==> src/rtl/jtframe_mist_dwnld_pkg.sv <==
// rtl/jtframe_mist_dwnld_pkg.sv - shared types and bank decode for the ROM download sink
package jtframe_mist_dwnld_pkg;

  typedef enum logic [1:0] {
    IDLE  = 2'd0,
    ISSUE = 2'd1,
    WAIT  = 2'd2,
    GAP   = 2'd3
  } dwnld_st_t;

  localparam int DATA_W  = 8;
  localparam int BA_W    = 2;
  localparam int ADDR_W  = 22;
  localparam int MASK_W  = 2;
  localparam int ENTRY_W = DATA_W + BA_W + ADDR_W + MASK_W;

  typedef struct packed {
    logic [DATA_W-1:0] data;
    logic [BA_W-1:0]   ba;
    logic [ADDR_W-1:0] addr;
    logic [MASK_W-1:0] mask;
  } dwnld_entry_t;

  // Highest bank wins; rel bits above 22 fall off, so oversized banks wrap.
  function automatic dwnld_entry_t bank_decode(
    input logic [24:0] off,
    input logic [7:0]  data,
    input logic [24:0] ba1_start,
    input logic [24:0] ba2_start,
    input logic [24:0] ba3_start
  );
    dwnld_entry_t e;
    logic [24:0]  rel;
    e.data = data;
    if (off >= ba3_start) begin
      e.ba = 2'd3;
      rel  = off - ba3_start;
    end else if (off >= ba2_start) begin
      e.ba = 2'd2;
      rel  = off - ba2_start;
    end else if (off >= ba1_start) begin
      e.ba = 2'd1;
      rel  = off - ba1_start;
    end else begin
      e.ba = 2'd0;
      rel  = off;
    end
    e.addr = 22'(rel >> 1);
    e.mask = rel[0] ? 2'b01 : 2'b10;
    return e;
  endfunction

endpackage

==> src/rtl/jtframe_dwnld_fifo.sv <==
// rtl/jtframe_dwnld_fifo.sv - single-clock FIFO with registered full/empty flags
module jtframe_dwnld_fifo #(
  parameter int W  = 34,
  parameter int AW = 2
) (
  input  logic         clk,
  input  logic         rst_n,
  input  logic         push,
  input  logic [W-1:0] din,
  input  logic         pop,
  output logic [W-1:0] dout,
  output logic         full,
  output logic         empty
);

  localparam logic [AW:0] DEPTH = (AW+1)'(2**AW);

  logic [W-1:0]  mem [2**AW];
  logic [AW-1:0] wr_ptr, rd_ptr;
  logic [AW:0]   cnt, cnt_nx;
  logic          do_push, do_pop;

  // Full is the registered flag, so a same-cycle pop never makes room.
  assign do_push = push & ~full;
  assign do_pop  = pop & ~empty;
  assign dout    = mem[rd_ptr];

  always_comb begin
    cnt_nx = cnt;
    if (do_push & ~do_pop) cnt_nx = cnt + 1'b1;
    if (do_pop & ~do_push) cnt_nx = cnt - 1'b1;
  end

  always_ff @(posedge clk) begin
    if (do_push) mem[wr_ptr] <= din;
  end

  always_ff @(posedge clk or negedge rst_n) begin
    if (!rst_n) begin
      wr_ptr <= '0;
      rd_ptr <= '0;
      cnt    <= '0;
      full   <= 1'b0;
      empty  <= 1'b1;
    end else begin
      if (do_push) wr_ptr <= wr_ptr + 1'b1;
      if (do_pop)  rd_ptr <= rd_ptr + 1'b1;
      cnt   <= cnt_nx;
      full  <= (cnt_nx == DEPTH);
      empty <= (cnt_nx == '0);
    end
  end

endmodule

==> src/rtl/jtframe_mist_dwnld.sv <==
// rtl/jtframe_mist_dwnld.sv - ioctl byte stream to banked, masked SDRAM write requests
module jtframe_mist_dwnld
  import jtframe_mist_dwnld_pkg::*;
#(
  parameter int          HEADER    = 0,
  parameter logic [24:0] BA1_START = 25'h1_0000,
  parameter logic [24:0] BA2_START = 25'h2_0000,
  parameter logic [24:0] BA3_START = 25'h3_0000,
  parameter int          FIFO_AW   = 2
) (
  input  logic        clk_rom,
  input  logic        rst_n,
  input  logic        downloading,
  input  logic [24:0] ioctl_addr,
  input  logic [7:0]  ioctl_dout,
  input  logic        ioctl_wr,
  input  logic        ioctl_ram,
  input  logic        ioctl_cheat,
  output logic [21:0] prog_addr,
  output logic [15:0] prog_data,
  output logic [1:0]  prog_mask,
  output logic [1:0]  prog_ba,
  output logic        prog_we,
  input  logic        prog_ack,
  output logic        header_wr,
  output logic [4:0]  header_addr,
  output logic [7:0]  header_data,
  output logic        dwnld_busy,
  output logic        overflow
);

  dwnld_st_t            st;
  logic [25:0]          off_ext;
  logic                 is_hdr, accept, push, pop;
  logic                 fifo_full, fifo_empty;
  dwnld_entry_t         push_e, head_e;
  logic [ENTRY_W-1:0]   head_bits;

  // The borrow out of addr-HEADER tells header bytes from payload.
  assign off_ext = {1'b0, ioctl_addr} - 26'(HEADER);
  assign is_hdr  = off_ext[25];
  assign accept  = ioctl_wr & downloading & ~ioctl_ram & ~ioctl_cheat;
  assign push    = accept & ~is_hdr & ~fifo_full;
  assign pop     = (st == IDLE || st == GAP) && !fifo_empty;
  assign push_e  = bank_decode(off_ext[24:0], ioctl_dout, BA1_START, BA2_START, BA3_START);
  assign head_e  = head_bits;

  jtframe_dwnld_fifo #(
    .W  (ENTRY_W),
    .AW (FIFO_AW)
  ) u_fifo (
    .clk   (clk_rom),
    .rst_n (rst_n),
    .push  (push),
    .din   (push_e),
    .pop   (pop),
    .dout  (head_bits),
    .full  (fifo_full),
    .empty (fifo_empty)
  );

  // Loading happens on the way into ISSUE so prog_we rises two cycles after the strobe.
  always_ff @(posedge clk_rom or negedge rst_n) begin
    if (!rst_n) begin
      st        <= IDLE;
      prog_we   <= 1'b0;
      prog_addr <= '0;
      prog_data <= '0;
      prog_mask <= '0;
      prog_ba   <= '0;
    end else begin
      case (st)
        IDLE, GAP: begin
          if (!fifo_empty) begin
            prog_addr <= head_e.addr;
            prog_data <= {head_e.data, head_e.data};
            prog_mask <= head_e.mask;
            prog_ba   <= head_e.ba;
            prog_we   <= 1'b1;
            st        <= ISSUE;
          end else begin
            st <= IDLE;
          end
        end
        ISSUE: st <= WAIT;
        WAIT: begin
          if (prog_ack) begin
            prog_we <= 1'b0;
            st      <= GAP;
          end
        end
        default: st <= IDLE;
      endcase
    end
  end

  always_ff @(posedge clk_rom or negedge rst_n) begin
    if (!rst_n) begin
      header_wr   <= 1'b0;
      header_addr <= '0;
      header_data <= '0;
      dwnld_busy  <= 1'b0;
      overflow    <= 1'b0;
    end else begin
      header_wr <= accept & is_hdr;
      if (accept & is_hdr) begin
        header_addr <= ioctl_addr[4:0];
        header_data <= ioctl_dout;
      end
      if (accept & ~is_hdr & fifo_full) overflow <= 1'b1;
      if (accept)
        dwnld_busy <= 1'b1;
      else if (st == IDLE && fifo_empty && !downloading)
        dwnld_busy <= 1'b0;
    end
  end

endmodule

==> config.mk <==
export PLATFORM = sky130hd
export DESIGN_NAME = jtframe_mist_dwnld
export DESIGN_NICKNAME = d
export VERILOG_FILES = /design/src/rtl/jtframe_mist_dwnld_pkg.sv /design/src/rtl/jtframe_dwnld_fifo.sv /design/src/rtl/jtframe_mist_dwnld.sv
export SDC_FILE = /design/constraint.sdc
export NUM_CORES = 1
export LEC_CHECK = 0
export BUFFER_PORTS_ARGS = -buffer_cell sky130_fd_sc_hd__buf_2
export CORE_MARGIN = 3
export CORE_UTILIZATION = 35
export DETAILED_ROUTE_END_ITERATION = 8
export GPL_ROUTABILITY_DRIVEN = 1
export GPL_TIMING_DRIVEN = 0
export PLACE_DENSITY = 0.6
export SLEW_MARGIN = 10
export SYNTH_ARGS = -nofsm -noshare
export SYNTH_HDL_FRONTEND = slang
export SYNTH_SLANG_ARGS = --single-unit
==> constraint.sdc <==
create_clock -name clk_rom -period 2.8 [get_ports clk_rom]
set_input_delay 0.42 -clock clk_rom [delete_from_list [all_inputs] [get_ports clk_rom]]
set_output_delay 0.42 -clock clk_rom [all_outputs]
set_load 0.01 [all_outputs]
==> results.sh, run 1 <==
export IMPL_rsz0062_at_grt="no"
export IMPL_fmax_mhz=387.1
export IMPL_synthMuxAreaShare_pct=15.28
export IMPL_synth_area_leader_cell="edfxtp_1"
export IMPL_wire_per_inst_um=17.77
export IMPL_cap_violations=0
export IMPL_utilization_pct=42.57
export IMPL_critPathKind="reg2reg"
export IMPL_place_congestion=0.8319
export IMPL_p_total_mw=8.596
export IMPL_die_x_um=153.2
export IMPL_grt_pass1_wl_um=23320
export IMPL_syn_area_per_cell_um2=18.41
export IMPL_maxSlewViolCount=0
export IMPL_status="complete, no violations"
export IMPL_num_rows=53
export IMPL_synth_edf_count=136
export IMPL_synthFlopType="edfxtp_1"
export IMPL_synth_compound_area_share_pct=3.168
export IMPL_nets=587
export IMPL_vdd_drop_max_mv=0.4227
export IMPL_hold_viol_final=0
export IMPL_dp_cells=788
export IMPL_yosysWarnings=0
export IMPL_synthCells=412
export IMPL_h_tree_depth=4
export IMPL_crit_required_ns=3.10
export IMPL_p_sw_mw=2.527
export IMPL_pwr_share_clk_pct=25.0
export IMPL_post_cts_resized=0
export IMPL_cts_hold_buffers=0
export IMPL_synth_commonest_cells="136 x edfxtp_1, 47 x dfrtp_1, 34 x mux2_2, 34 x mux4_2, 22 x buf_4"
export IMPL_path_clk_slew_ns=0.06
export IMPL_synth_adder_area_share_pct=2.475
export IMPL_port_buffers=84
export IMPL_die_h_um=153.2
export IMPL_p_int_mw=6.069
export IMPL_hold_class="in2async"
export IMPL_setup_viol=0
export IMPL_grt_max_degree=49
export IMPL_drt_initial_drc_count=304
export IMPL_ys_async_sr_fraction_pct=26.09
export IMPL_p_leak_nw=3.344
export IMPL_drive_gt1_share_pct=41.91
export IMPL_ant_nets=0
export IMPL_grt_pass1_vias=4199
export IMPL_cts_buffer_depth=2
export IMPL_power_density_mw_per_mm2=954.6
export IMPL_ios=99
export IMPL_fin_ws_ns=0.2169
export IMPL_min_period_ns=2.583
export IMPL_post_route_drc_count=0
export IMPL_fillerInstances=1913
export IMPL_synth_xor_xnor_area_share_pct=1.039
export IMPL_post_cts_buffers=0
export IMPL_seqPwrFrac_pct=41.8
export IMPL_cts_tree="yes"
export IMPL_fin_skew_ns=0.007554
export IMPL_finalCritPeriodShare_pct=92.25
export IMPL_antennaDiodeCount=0
export IMPL_cts_root_buf="clkbuf_16"
export IMPL_synthSimpleGateAreaFrac_pct=4.834
export IMPL_stdcell_count=819
export IMPL_crit_chain="inv_1 > ha_1 > nor2_1 > clkbuf_1 > clkbuf_1 > mux2_2"
export IMPL_fp_coreArea_mm2=0.02115
export IMPL_vias=3900
export IMPL_p_comb_share_pct=33.3
export IMPL_cts_made_buffers=17
export IMPL_synth_top_cells_by_area="edfxtp_1 54%, dfrtp_1 16%, mux4_2 10%, mux2_2 5.0%, ha_1 2.5%"
export IMPL_place_ws_ns=0.1770
export IMPL_worstPathArrival_ns=2.89
export IMPL_yosysSeqAreaShare_pct=69.71
export IMPL_finalWirelength_um=14550
export IMPL_grtUsageTotal_pct=13.00
export IMPL_crit_path_max_incr_delay_ns=0.60
export IMPL_critPathLaunchType="flip-flop"
export IMPL_synth_top_family_by_area="multiplexers"
export IMPL_yosysTopAreaCellShare_pct=53.85
export IMPL_yosysMostFrequentCell="edfxtp_1"
export IMPL_antenna_found_initial=1
export IMPL_netlist_area_mm2=0.007584
export IMPL_initial_core_util_pct=35.85
export IMPL_synth_seq_cells=184
export IMPL_hold_slack_ns=0.03993
export IMPL_clk_latency_ns=0.42
export IMPL_clock_sinks=184
export IMPL_die_area_mm2=0.02347
export IMPL_place_hpwl_um=9693
export IMPL_overflow=0
export IMPL_via_per_inst=4.762
export IMPL_cp_max_fo=10
export IMPL_critPathSlowestCell="clkbuf_1"
export IMPL_synth_cell_types=50
export IMPL_syn2layout_area_growth_pct=18.74
export IMPL_drt_pass1_iter_count=4
export IMPL_p_sw_share_pct=29.40
export IMPL_tightest_slew_ns=0.7142
export IMPL_relSlewSlack_pct=52.39
export IMPL_setup_worst_path_end_class="flip-flop"
export IMPL_crit_path_frequent_cell="clkbuf_1"
cell families (layout without fill, tap and decap cells):
kind of cell | after synthesis | in the layout
fa+ha+maj | 15 | 15
simple gates | 57 | 57
xor+xnor | 9 | 9
mux | 69 | 69
buf+inv | 46 | 165
flops | 184 | 184
compound gates | 31 | 31
other cells | 1 | 14
per-stage QoR:
step                      TNS, ns  instance area (um^2)
after floorplan                 0                  7632
after global placement     -35.79                  8397
after detailed placement        0                  8482
after CTS                       0                  9002
after global routing            0                  9005
final                           0                  9005
power groups by stage:
stage                     sequential, mW  combinational (mW)  clock [mW]
final                               3.59                2.86        2.15
after global routing                3.64                3.16        2.33
after CTS                           3.60                2.95        2.21
after detailed placement            3.66                2.94           0
after global placement              3.64                2.85           0
after floorplan                     3.74                1.95           0
registers in the layout, summed over array words and instances, names as in the netlist:
signal	flops
u_fifo.rd_ptr	2
u_fifo.wr_ptr	2
u_fifo.cnt	3
u_fifo.empty	1
overflow	1
prog_addr	22
prog_mask	2
prog_we	1
prog_ba	2
prog_data	8
st	2
u_fifo.mem	136
u_fifo.full	1
dwnld_busy	1
metal layers:
metal | vias up | track usage (%) | routed length (um)
met1 | 1985 | 15.76 | 6077
met3 | 18 | 3.935 | 761
met5 | - | 0 | 9
met4 | 2 | 4.709 | 223
met2 | 97 | 22.05 | 7480
li1 | 1798 | - | -
final cells by class:
class	count	area, um^2	area share, %
sequential	184	5286	58.70
multi-input combinational	195	2090	23.20
timing repair buffer	88	503.0	5.586
clock buffer	19	432.9	4.808
tap	275	344.1	3.821
buffer	35	220.2	2.445
clock inverter	12	87.58	0.9726
inverter	11	41.29	0.4585
layout by cell type, fill, tap and decap left out, drive strengths merged, types with 2 or more instances in the layout:
cell / Yosys / layout
nand3: 4 / 4
o31ai: 4 / 4
buf: 28 / 116
dfrtp: 47 / 47
clkinv: 0 / 8
nand2: 15 / 15
conb: 1 / 14
xor2: 3 / 3
xnor2: 6 / 6
nor4: 6 / 6
and2: 5 / 5
nor3: 3 / 3
edfxtp: 136 / 136
o21ai: 7 / 7
inv: 11 / 11
a21o: 2 / 2
mux4: 34 / 34
mux2: 34 / 34
nor2: 12 / 12
ha: 15 / 15
a31oi: 3 / 3
nor2b: 3 / 3
clkbuf: 7 / 26
clkinvlp: 0 / 3
a21oi: 6 / 6
path summary, 6_finish.rpt:
path / start / to / slack (ns) / cells after the start
hold reg to reg: overflow$_DFFE_PN0P_ / overflow$_DFFE_PN0P_ / 0.46 / 1
max in group asynchronous: rst_n / prog_addr[3]$_DFFE_PN0P_ / 2.28 / 1
setup / recovery: st[0]$_DFFE_PN0P_ / prog_addr[3]$_DFFE_PN0P_ / 0.22 / 6
setup reg to reg: st[0]$_DFFE_PN0P_ / prog_addr[3]$_DFFE_PN0P_ / 0.22 / 6
min in group clk_rom: ioctl_dout[4] / u_fifo.mem[0][30]$_DFFE_PP_ / 0.21 / 1
hold / removal: rst_n / u_fifo.cnt[2]$_DFF_PN0_ / 0.04 / 1
critical path, delay by kind of cell (launching register included):
family,cells,cell delay (ns)
adder cells (fa/ha/maj),1,0.37
buffers and inverters,3,1.16
flip-flops,1,0.36
multiplexers,1,0.40
AND/OR/NAND/NOR,1,0.16
(Power assumes the default switching activity.)
==> inputs of run 2 (changes only) <==
Settings changed: CORE_UTILIZATION 35 to 25, PLACE_DENSITY 0.6 to 0.48.
==> results.sh, run 2 (synthesis results as in run 1) <==
export IMPL_multi_input_area_mm2=0.002090
export IMPL_critPathKind="reg2reg"
export IMPL_syn2layout_area_growth_pct=21.98
export IMPL_clk_latency_ns=0.43
export IMPL_setup_viol=0
export IMPL_min_period_ns=2.513
export IMPL_cap_violations=0
export IMPL_top_regs="u_fifo.mem (136), prog_addr (22), prog_data (8)"
export IMPL_critPathSlowestCell="clkbuf_1"
export IMPL_vdd_drop_max_mv=0.5065
export IMPL_vias=3956
export IMPL_drt_initial_drc_count=219
export IMPL_cts_tree="yes"
export IMPL_regToRegStartpoint="st[0]$_DFFE_PN0P_"
export IMPL_rr_worst_depth=6
export IMPL_utilization_pct=31.04
export IMPL_die_h_um=180.2
export IMPL_cp_max_fo=10
export IMPL_ant_nets=0
export IMPL_die_x_um=180.2
export IMPL_overflow=0
export IMPL_critPathLaunchType="flip-flop"
export IMPL_fin_skew_ns=0.01720
export IMPL_worstPathArrival_ns=2.82
export IMPL_status="complete, no violations"
export IMPL_drive_gt1_share_pct=43.49
export IMPL_placed_cell_area_mm2=0.008643
export IMPL_layout_common_cells="136 x edfxtp_1, 88 x buf_2, 47 x dfrtp_1"
export IMPL_largest_reg_flops=136
export IMPL_nets=587
export IMPL_grt_max_degree=49
export IMPL_fp_coreArea_mm2=0.02980
export IMPL_drt_pass1_iter_count=4
export IMPL_layout_commonest_cell="edfxtp_1"
export IMPL_finalCritPeriodShare_pct=89.74
export IMPL_path_clk_slew_ns=0.08
export IMPL_fmax_mhz=398.0
export IMPL_top_register="u_fifo.mem"
export IMPL_cts_made_buffers=17
export IMPL_die_area_mm2=0.03246
export IMPL_place_hpwl_um=10810
export IMPL_cts_buffer_depth=2
export IMPL_num_rows=63
export IMPL_antenna_found_initial=0
export IMPL_grtUsageTotal_pct=10.02
export IMPL_r2r_end="prog_mask[0]$_DFFE_PN0P_"
export IMPL_power_density_mw_per_mm2=964.5
export IMPL_crit_required_ns=3.11
export IMPL_setup_worst_path_end_class="flip-flop"
export IMPL_finalSetupTns_ns=0
export IMPL_rsz0062_at_grt="no"
export IMPL_relSlewSlack_pct=50.01
export IMPL_final_area_mm2=0.009250
export IMPL_via_per_inst=4.231
export IMPL_clock_sinks=184
export IMPL_cts_hold_buffers=0
export IMPL_hold_class="in2async"
export IMPL_r2r_slack_ns=0.29
export IMPL_finalWirelength_um=15890
export IMPL_post_route_drc_count=0
export IMPL_grt_pass1_vias=4398
export IMPL_h_tree_depth=4
export IMPL_post_cts_buffers=0
export IMPL_seq_area_mm2=0.005286
export IMPL_p_leak_nw=3.406
export IMPL_hold_viol_final=0
export IMPL_port_buffers=84
export IMPL_crit_path_max_incr_delay_ns=0.54
export IMPL_crit_path_frequent_cell="clkbuf_1"
export IMPL_tightest_slew_ns=0.7498
export IMPL_antennaDiodeCount=0
export IMPL_cts_root_buf="clkbuf_16"
export IMPL_wire_per_inst_um=16.99
export IMPL_grt_pass1_wl_um=25070
export IMPL_initial_core_util_pct=25.45
export IMPL_maxSlewViolCount=0
export IMPL_fillerInstances=2909
export IMPL_place_congestion=0.7309
export IMPL_crit_chain="inv_1 > ha_1 > nor2_1 > clkbuf_1 > clkbuf_1 > mux2_2"
export IMPL_ios=99
==> run 2: worst max-delay path by stage <==
| stage | endpoint | start | slack [ns] | cells past startpoint |
|---|---|---|---|---|
| 2_1_floorplan | u_fifo.mem[0][0]$_DFFE_PP_ | ioctl_cheat | 0.58 | 4 |
| 3_3_place_gp | u_fifo.mem[2][12]$_DFFE_PP_ | ioctl_cheat | -0.43 | 5 |
| 3_5_place_dp | u_fifo.mem[1][23]$_DFFE_PP_ | ioctl_addr[3] | -0.06 | 7 |
| 4_1_cts | prog_addr[15]$_DFFE_PN0P_ | st[0]$_DFFE_PN0P_ | 0.09 | 6 |
| 5_1_grt | prog_addr[20]$_DFFE_PN0P_ | st[0]$_DFFE_PN0P_ | 0.10 | 6 |
| 6_report | prog_mask[0]$_DFFE_PN0P_ | st[0]$_DFFE_PN0P_ | 0.29 | 6 |
==> run 2: per-layer routing <==
metal | track usage, % | vias to the layer above | wire (um)
met4 | 3.132 | 0 | 206
met3 | 2.866 | 12 | 692
met2 | 17.59 | 100 | 8199
met5 | 0 | - | 0
met1 | 11.92 | 2038 | 6791
li1 | - | 1806 | -
==> run 2: repair_timing <==
item / 4_1_cts / 5_1_grt
gates resized for setup: 0 / 4
endpoints found under the hold margin: 0 / 0
endpoints found under the setup margin: 0 / 20
==> run 2: power by group <==
part / total [mW] / switching, mW / internal (mW)
combinational: 2.93 / 1.42 / 1.51
clock: 2.41 / 1.12 / 1.28
sequential: 3.59 / 0.221 / 3.37
total: 8.92 / 2.76 / 6.16
==> run 2: area by class of cell <==
class	count	area share, %
Sequential cell	184	57.15
Multi-Input combinational cell	195	22.59
Clock buffer	17	4.599
Clock inverter	15	1.934
Buffer	35	2.408
Tap cell	390	5.275
Inverter	11	0.4464
Timing Repair Buffer	88	5.600
==> run 2: stage by stage <==
step	cells	total power [mW]	hold slack [ns]	setup slack, ns
6_report	935	8.922	0.04462	0.2872
5_1_grt	935	9.467	0.09979	0.1039
4_1_cts	935	9.123	0.06183	0.09072
3_5_place_dp	903	6.676	0.4432	-0.05857
3_3_place_gp	899	6.562	0.4372	-0.4287
2_1_floorplan	425	5.687	0.1244	0.5804
==> run 2: critical path, delay by kind of cell (launching register included) <==
kind                     cells  cell delay, ns
adder cells (fa/ha/maj)      1            0.37
flip-flops                   1            0.36
buffers and inverters        3            1.11
AND/OR/NAND/NOR              1            0.16
multiplexers                 1            0.40
==> inputs of run 3 (changes only) <==
Settings changed: CORE_ASPECT_RATIO from default to 0.7, HOLD_SLACK_MARGIN from default to 0.15.
==> results.sh, run 3 (synthesis results as in run 1) <==
export IMPL_die_h_um=151.7
export IMPL_top_register="u_fifo.mem"
export IMPL_cap_violations=0
export IMPL_fmax_mhz=391.0
export IMPL_seq_area_mm2=0.005286
export IMPL_h_tree_depth=4
export IMPL_crit_chain="buf_2 > nor4_2 > nand4_2 > o31ai_4 > a311oi_2 > nor4_2 > xor2_1"
export IMPL_hold_class="in2reg"
export IMPL_critPathKind="in2reg"
export IMPL_cts_root_buf="clkbuf_16"
export IMPL_worstHoldStart="ioctl_dout[6]"
export IMPL_drt_pass1_iter_count=5
export IMPL_nets=588
export IMPL_status="complete, no violations"
export IMPL_vdd_drop_max_mv=0.3321
export IMPL_crit_required_ns=2.94
export IMPL_utilization_pct=31.62
export IMPL_syn2layout_area_growth_pct=22.60
export IMPL_path_clk_slew_ns=0.07
export IMPL_whs_path_depth=1
export IMPL_layout_common_cells="136 x edfxtp_1, 88 x buf_2, 47 x dfrtp_1"
export IMPL_place_congestion=0.7259
export IMPL_grt_pass1_wl_um=24840
export IMPL_pwr_share_clk_pct=28.0
export IMPL_r2r_slack_ns=0.25
export IMPL_use_met3_pct=2.731
export IMPL_p_total_mw=9.058
export IMPL_worstPathArrival_ns=2.70
export IMPL_cp_startpoint="ioctl_addr[3]"
export IMPL_grtUsageTotal_pct=10.28
export IMPL_drt_initial_drc_count=150
export IMPL_post_route_drc_count=0
export IMPL_rr_worst_depth=6
export IMPL_finalWirelength_um=16160
export IMPL_post_cts_buffers=0
export IMPL_wire_per_inst_um=16.99
export IMPL_clk_latency_ns=0.43
export IMPL_port_buffers=84
export IMPL_ant_nets=0
export IMPL_hold_slack_ns=0.2130
export IMPL_vias=3904
export IMPL_crit_path_max_incr_delay_ns=0.64
export IMPL_met1_usage_pct=12.99
export IMPL_finalCritPeriodShare_pct=91.33
export IMPL_setup_worst_path_end_class="flip-flop"
export IMPL_crit_path_frequent_cell="nor4_2"
export IMPL_drive_gt1_share_pct=43.22
export IMPL_hold_viol_final=0
export IMPL_cp_max_fo=5
export IMPL_place_hpwl_um=10810
export IMPL_cts_tree="yes"
export IMPL_power_density_mw_per_mm2=974.2
export IMPL_grt_most_used_layer="met2"
export IMPL_via_per_inst=4.105
export IMPL_critPathLaunchType="primary input"
export IMPL_tightest_slew_ns=0.7616
export IMPL_cts_made_buffers=17
export IMPL_p_sw_share_pct=30.04
export IMPL_grt_pass1_vias=4141
export IMPL_min_period_ns=2.557
export IMPL_fp_coreArea_mm2=0.02941
export IMPL_antenna_found_initial=0
export IMPL_seqPwrFrac_pct=39.7
export IMPL_r2r_end="prog_addr[16]$_DFFE_PN0P_"
export IMPL_p_comb_share_pct=32.3
export IMPL_ios=99
export IMPL_clock_sinks=184
export IMPL_multi_input_area_mm2=0.002090
export IMPL_min_to="u_fifo.mem[2][32]$_DFFE_PP_"
export IMPL_overflow=0
export IMPL_setup_viol=0
export IMPL_die_area_mm2=0.03249
export IMPL_largest_reg_flops=136
export IMPL_grt_max_degree=49
export IMPL_fillerInstances=2924
export IMPL_regToRegStartpoint="st[0]$_DFFE_PN0P_"
export IMPL_p_sw_mw=2.721
export IMPL_maxSlewViolCount=0
export IMPL_p_leak_nw=3.417
export IMPL_top_regs="u_fifo.mem (136), prog_addr (22), prog_data (8)"
export IMPL_p_int_mw=6.337
export IMPL_rsz0062_at_grt="no"
export IMPL_layout_commonest_cell="edfxtp_1"
export IMPL_relSlewSlack_pct=49.22
export IMPL_cts_buffer_depth=2
export IMPL_initial_core_util_pct=25.79
export IMPL_use_met2_pct=17.41
export IMPL_antennaDiodeCount=0
export IMPL_die_x_um=214.2
export IMPL_fin_skew_ns=0.01113
export IMPL_num_rows=52
export IMPL_critPathSlowestCell="nor4_2"
## run 3: changes by cell type in the layout (fill, tap and decap cells not counted), moves of 2 or more
| cell | change |
|---|---|
| bufinv_16 | +2 |
| clkinv_4 | +3 |
| clkinv_8 | -2 |
| inv_6 | -2 |
| inv_8 | -2 |
## run 3: worst max-delay path, delay by kind of cell
kind,cells,cell delay (ns)
simple gates,3,1.06
compound gates,2,0.53
buf+inv,1,0.14
xor+xnor,1,0.54
## run 3: worst max-delay path by stage
stage,endpoint,cells after the start
2_1_floorplan,u_fifo.mem[0][0]$_DFFE_PP_,4
3_3_place_gp,u_fifo.mem[2][13]$_DFFE_PP_,5
3_5_place_dp,u_fifo.mem[2][23]$_DFFE_PP_,7
4_1_cts,prog_addr[1]$_DFFE_PN0P_,6
5_1_grt,prog_addr[16]$_DFFE_PN0P_,6
6_report,u_fifo.mem[0][23]$_DFFE_PP_,7
## run 3: metal layers
layer | wire length [um] | share of wire [%]
met3 | 663 | 4.1
met2 | 7970 | 49
met1 | 7321 | 45
met4 | 204 | 1.3
met5 | 0 | 0
## run 3: through the flow
step | cells | instance area [um^2] | setup TNS [ns] | setup slack (ns)
after floorplan | 425 | 7632 | 0 | 0.5804
after global placement | 914 | 8559 | -52.17 | -0.3869
after detailed placement | 918 | 8655 | -0.7133 | -0.1784
after CTS | 951 | 9295 | 0 | 0.04397
after global routing | 951 | 9298 | 0 | 0.06417
final | 951 | 9298 | 0 | 0.2427
## run 3: final cells by class
type | instances | area share (%)
inverter | 11 | 0.4441
multi-input combinational | 195 | 22.47
sequential | 184 | 56.86
clock buffer | 19 | 4.764
clock inverter | 13 | 2.019
buffer | 35 | 2.395
timing repair buffer | 89 | 5.598
tap | 405 | 5.450
## run 3: power groups by stage
stage / combinational, mW / clock [mW] / sequential [mW]
global placement: 2.95 / 0 / 3.65
finish: 2.92 / 2.54 / 3.60
detailed placement: 3.02 / 0 / 3.66
floorplan: 1.95 / 0 / 3.74
CTS: 3.03 / 2.61 / 3.61
global route: 3.22 / 2.72 / 3.65
## run 3: what timing repair did
action	CTS	global route
endpoints found under the setup margin	0	18
hold endpoints to repair	47	0
hold buffers	1	0
gates resized for setup	0	4
